**config.mk**
```make
export PLATFORM = sky130hd
export DESIGN_NAME = serial_mag_comp
export DESIGN_NICKNAME = d
export VERILOG_FILES = /design/src/rtl/serial_mag_comp.sv
export SDC_FILE = /design/constraint.sdc
export NUM_CORES = 1
export LEC_CHECK = 0
export CAP_MARGIN = 20
export CORE_MARGIN = 2
export CORE_UTILIZATION = 30
export CTS_CLUSTER_SIZE = 14
export DETAILED_ROUTE_END_ITERATION = 10
export PLACE_DENSITY = 0.52
export SYNTH_ARGS = -nofsm -noshare
export SYNTH_HDL_FRONTEND = slang
export SYNTH_SLANG_ARGS = --single-unit
```
**constraint.sdc**
```tcl
create_clock -name clk -period 3.3 [get_ports clk]
set_input_delay 0.495 -clock clk [delete_from_list [all_inputs] [get_ports clk]]
set_output_delay 0.495 -clock clk [all_outputs]
set_load 0.02 [all_outputs]
```
**src/rtl/serial_mag_comp.sv**
```systemverilog
// Bit-serial MSB-first magnitude comparator: accepts one bit pair per valid beat
// and reports A>B, A<B or A==B, plus the first differing bit position, after WIDTH beats.
module serial_mag_comp #(
    parameter int WIDTH = 8,
    localparam int IW = $clog2(WIDTH)
) (
    input  logic          clk,
    input  logic          rst_n,
    input  logic          start,
    input  logic          bit_valid,
    input  logic          a_bit,
    input  logic          b_bit,
    output logic          busy,
    output logic          done,
    output logic          yg,
    output logic          yl,
    output logic          ye,
    output logic [IW-1:0] diff_idx
);

    typedef enum logic [1:0] {
        ST_IDLE  = 2'd0,
        ST_SHIFT = 2'd1,
        ST_DONE  = 2'd2
    } state_t;

    localparam logic [IW:0]   CNT_LAST = (IW + 1)'(WIDTH - 1);
    localparam logic [IW-1:0] IDX_MSB  = IW'(WIDTH - 1);

    state_t        state_r;
    state_t        state_s;
    logic [IW:0]   cnt_r;
    logic          decided_r;
    logic          gt_r;

    logic          last_s;
    logic          bit_diff_s;
    logic [IW-1:0] pos_s;
    logic          decided_final_s;
    logic          gt_final_s;

    // Beat decode: cnt never exceeds WIDTH-1 in SHIFT, so its low IW bits give the position.
    always_comb begin
        last_s          = (cnt_r == CNT_LAST);
        bit_diff_s      = a_bit ^ b_bit;
        pos_s           = IDX_MSB - cnt_r[IW-1:0];
        decided_final_s = decided_r | bit_diff_s;
        if (decided_r) begin
            gt_final_s = gt_r;
        end else begin
            gt_final_s = a_bit;
        end
    end

    // Next-state logic.
    always_comb begin
        state_s = state_r;
        case (state_r)
            ST_IDLE: begin
                if (start) begin
                    state_s = ST_SHIFT;
                end else begin
                    state_s = ST_IDLE;
                end
            end
            ST_SHIFT: begin
                if (bit_valid && last_s) begin
                    state_s = ST_DONE;
                end else begin
                    state_s = ST_SHIFT;
                end
            end
            ST_DONE: state_s = ST_IDLE;
            default: state_s = ST_IDLE;
        endcase
    end

    // State register.
    always_ff @(posedge clk) begin
        if (!rst_n) begin
            state_r <= ST_IDLE;
        end else begin
            state_r <= state_s;
        end
    end

    // Comparison datapath and registered outputs; results hold in IDLE until the next start.
    always_ff @(posedge clk) begin
        if (!rst_n) begin
            cnt_r     <= '0;
            decided_r <= 1'b0;
            gt_r      <= 1'b0;
            busy      <= 1'b0;
            done      <= 1'b0;
            yg        <= 1'b0;
            yl        <= 1'b0;
            ye        <= 1'b0;
            diff_idx  <= '0;
        end else begin
            case (state_r)
                ST_IDLE: begin
                    done <= 1'b0;
                    if (start) begin
                        cnt_r     <= '0;
                        decided_r <= 1'b0;
                        gt_r      <= 1'b0;
                        busy      <= 1'b1;
                        yg        <= 1'b0;
                        yl        <= 1'b0;
                        ye        <= 1'b0;
                        diff_idx  <= '0;
                    end
                end
                ST_SHIFT: begin
                    if (bit_valid) begin
                        if (!decided_r && bit_diff_s) begin
                            decided_r <= 1'b1;
                            gt_r      <= a_bit;
                            diff_idx  <= pos_s;
                        end
                        cnt_r <= cnt_r + {{IW{1'b0}}, 1'b1};
                        if (last_s) begin
                            done <= 1'b1;
                            if (decided_final_s) begin
                                yg <= gt_final_s;
                                yl <= ~gt_final_s;
                            end else begin
                                ye <= 1'b1;
                            end
                        end
                    end
                end
                ST_DONE: begin
                    done <= 1'b0;
                    busy <= 1'b0;
                end
                default: begin
                    done <= 1'b0;
                    busy <= 1'b0;
                end
            endcase
        end
    end

endmodule

```
==> results_dict.tcl <==
set metrics [dict create \
    cts_buffers 3 \
    finalWeightedCongestion 0.7191 \
    worst_slew_pin_slew_ns 0.3549 \
    clkTransAtPathRegs_ns 0.10 \
    drv_cap 0 \
    final_nets 106 \
    fin_setup_tns_ns 0 \
    synth_seq_cells 16 \
    final_hold_viol_count 0 \
    hold_end "yl$_SDFFE_PN0P_" \
    layout-drive-gt1-share_pct 4.124 \
    final-max-slew-violation-count 0 \
    drtIter0Drc 17 \
    reg2reg_slack_ns 1.70 \
    async_reset_ff_share_pct 0 \
    dieArea_um2 3022 \
    synth_area_leaders "dfxtp_1 (41%), mux2i_1 (6.4%), a21oi_1 (3.9%)" \
    ios 14 \
    synth-seq-area-share_pct 41.09 \
    skew_ns 0.006257 \
    power.density_nw_per_um2 372.6 \
    tritoncts "built" \
    port_buffers 13 \
    via_per_inst 5.276 \
    grt_max_degree 13 \
    yosys.area.top_type "dfxtp_1" \
    h-tree-depth 1 \
    clock_sinks 16 \
    num_rows 18 \
    ant_nets 0 \
    fmax_mhz 543.2 \
    grt_use_total_pct 13.19 \
    wl_per_cell_um 13.62 \
    vias 670 \
    synth_fp_nets 94 \
    cp.arrival_ns 2.03 \
    grt_first_pass_wirelength_um 2808 \
    critPathMaxFanout 5 \
    finalCritPeriodShare_pct 55.78 \
    setup_viol 0 \
    hold_path.class "flop to flop" \
    finalInstanceArea_um2 938.4 \
    final_cell_mix "dfxtp_1 (16), clkdlybuf4s50_1 (13), nand3_1 (6), a21oi_1 (6)" \
    cts_setup_buffers 0 \
    leakage_nw 0.3315 \
    max_stage_delay_ns 0.58 \
    dp_hpwl_um 1237 \
    required_ns 3.49 \
    ys.flop_type "dfxtp_1" \
    grt_pass1_vias 616 \
    die_y_um 54.98 \
    rr_startpoint "state_r[0]$_SDFF_PN0_" \
    synthToLayoutAreaGrowth_pct 20.39 \
    ctsHoldBuffers 0 \
    ctsResizeCount 0 \
    syn-mean-instance-area_um2 8.960 \
    crit_path_cell_trace "clkdlybuf4s50_1 > xnor2_1 > or4b_4 > a32o_1" \
    ys_types 35 \
    criticalPathCategory "input port to flop" \
    crit_start "a_bit" \
    synth_edf_count 0 \
    placed_cell_area_um2 915.9 \
    crit_slowest_cell "or4b_4" \
    cp-start-kind "input port" \
    clk_path_buf_depth 2 \
    endpoint_kind "flop" \
    final_common_cell "dfxtp_1" \
    wirelength_um 1730 \
    firstDrtPassIters 5 \
    min_from "yl$_SDFFE_PN0P_" \
    drcViolationCount 0 \
    fin_crit_ns 1.841 \
    clock_latency_ns 0.28 \
    max-slew-margin-rel_pct 76.31 \
    overflow 0 \
    status "completed" \
    netlist.area_leader.share_pct 41.09 \
    cts_root_buf "clkbuf_4" \
    fp.dieW_um 54.98 \
    antenna_found_initial 0 \
    ys.warnings.count 0 \
    synth_area_um2 779.5 \
    syn_inst 87 \
    core_um2 2477 \
    crit_buf_inv 1 \
    timing.rr.end "diff_idx[0]$_SDFFE_PN0P_" \
    hold-path-cell-count 2 \
    antenna_cells 0 \
    cpLargestDelayFamily "simple AND/OR/NAND/NOR gates" \
    start_util_pct 31.46 \
    rsz0062_at_grt "no" \
    reg2regPathDepth 3 \
    irDropWorstVdd_uv 218.0 \
]
==> cell type report <==
cell class	count	area (µm²)
inverter	4	15.01
fill	281	1539
multi-input combinational	61	412.9
tap	30	37.54
sequential	16	320.3
timing repair buffer	13	130.1
clock buffer	3	22.52
==> Yosys cell counts (all sizes together), types with 2 or more instances <==
library cell	n
nand2	5
a211oi	2
dfxtp	16
and3b	2
nand3	6
nor2	3
clkbuf	4
nand2b	3
buf	2
nor2b	2
mux2i	5
o21ai	4
o31ai	2
nor3b	2
a21oi	6
or4	2
inv	4
==> how the worst max path moves through the flow <==
stage                                    end  slack (ns)  depth (start not counted)
finish              diff_idx[0]$_SDFFE_PN0P_        1.46                          4
detailed placement  diff_idx[0]$_SDFFE_PN0P_        1.16                          4
floorplan           diff_idx[0]$_SDFFE_PN0P_        1.69                          4
global placement    diff_idx[0]$_SDFFE_PN0P_        1.18                          4
CTS                 diff_idx[0]$_SDFFE_PN0P_        1.47                          4
global route        diff_idx[0]$_SDFFE_PN0P_        1.40                          4
==> per-stage QoR <==
stage | cells | utilization [%] | setup slack (ns) | hold WS (ns) | power [mW]
after detailed placement | 124 | 36.97 | 1.158 | 0.4645 | 0.2501
final | 127 | 37.88 | 1.459 | 0.4783 | 0.3496
after floorplan | 87 | - | 1.687 | 0.4494 | 0.2337
after global routing | 127 | 37.88 | 1.403 | 0.5057 | 0.3717
after global placement | 124 | 36.97 | 1.182 | 0.4609 | 0.2497
after CTS | 127 | 37.88 | 1.474 | 0.4819 | 0.3563
==> layer usage <==
metal / GRT usage [%] / up-vias / wire, µm / share of wire (%)
met5: 0 / - / 0 / 0
met4: 3.659 / 0 / 0 / 0
met3: 4.032 / 0 / 92 / 5.3
met2: 20.04 / 16 / 792 / 46
met1: 18.05 / 318 / 845 / 49
li1: - / 336 / - / -
==> logic make-up (layout without fill, tap and decap cells) <==
kind of cell	Yosys count	count (layout)	synth area share [%]
xor gates and xnor gates	2	2	2.248
muxes	5	5	6.421
buffers and inverters	10	20	5.937
AOI/OAI and AO/OA	20	20	16.37
DFF	16	16	41.09
adders and majority gates	1	1	1.605
and+or+nand+nor	33	33	26.32
==> sequential cells by signal, indices dropped and copies added (netlist names) <==
signal,flops
busy,1
cnt_r,4
decided_r,1
diff_idx,3
done,1
gt_r,1
state_r,2
ye,1
yg,1
yl,1
==> report_power, final <==
part	leakage, nW	internal, mW	switching, mW
Sequential	0.130	0.197	0.00597
Clock	0.0138	0.0423	0.0614
Combinational	0.188	0.0194	0.0230
==> worst min-delay path: stages, from the launching register on <==
cell and delay [ns]:
dfxtp_1 0.32, nand3_1 0.06, o21ai_0 0.06
(Power assumes the default switching activity.)
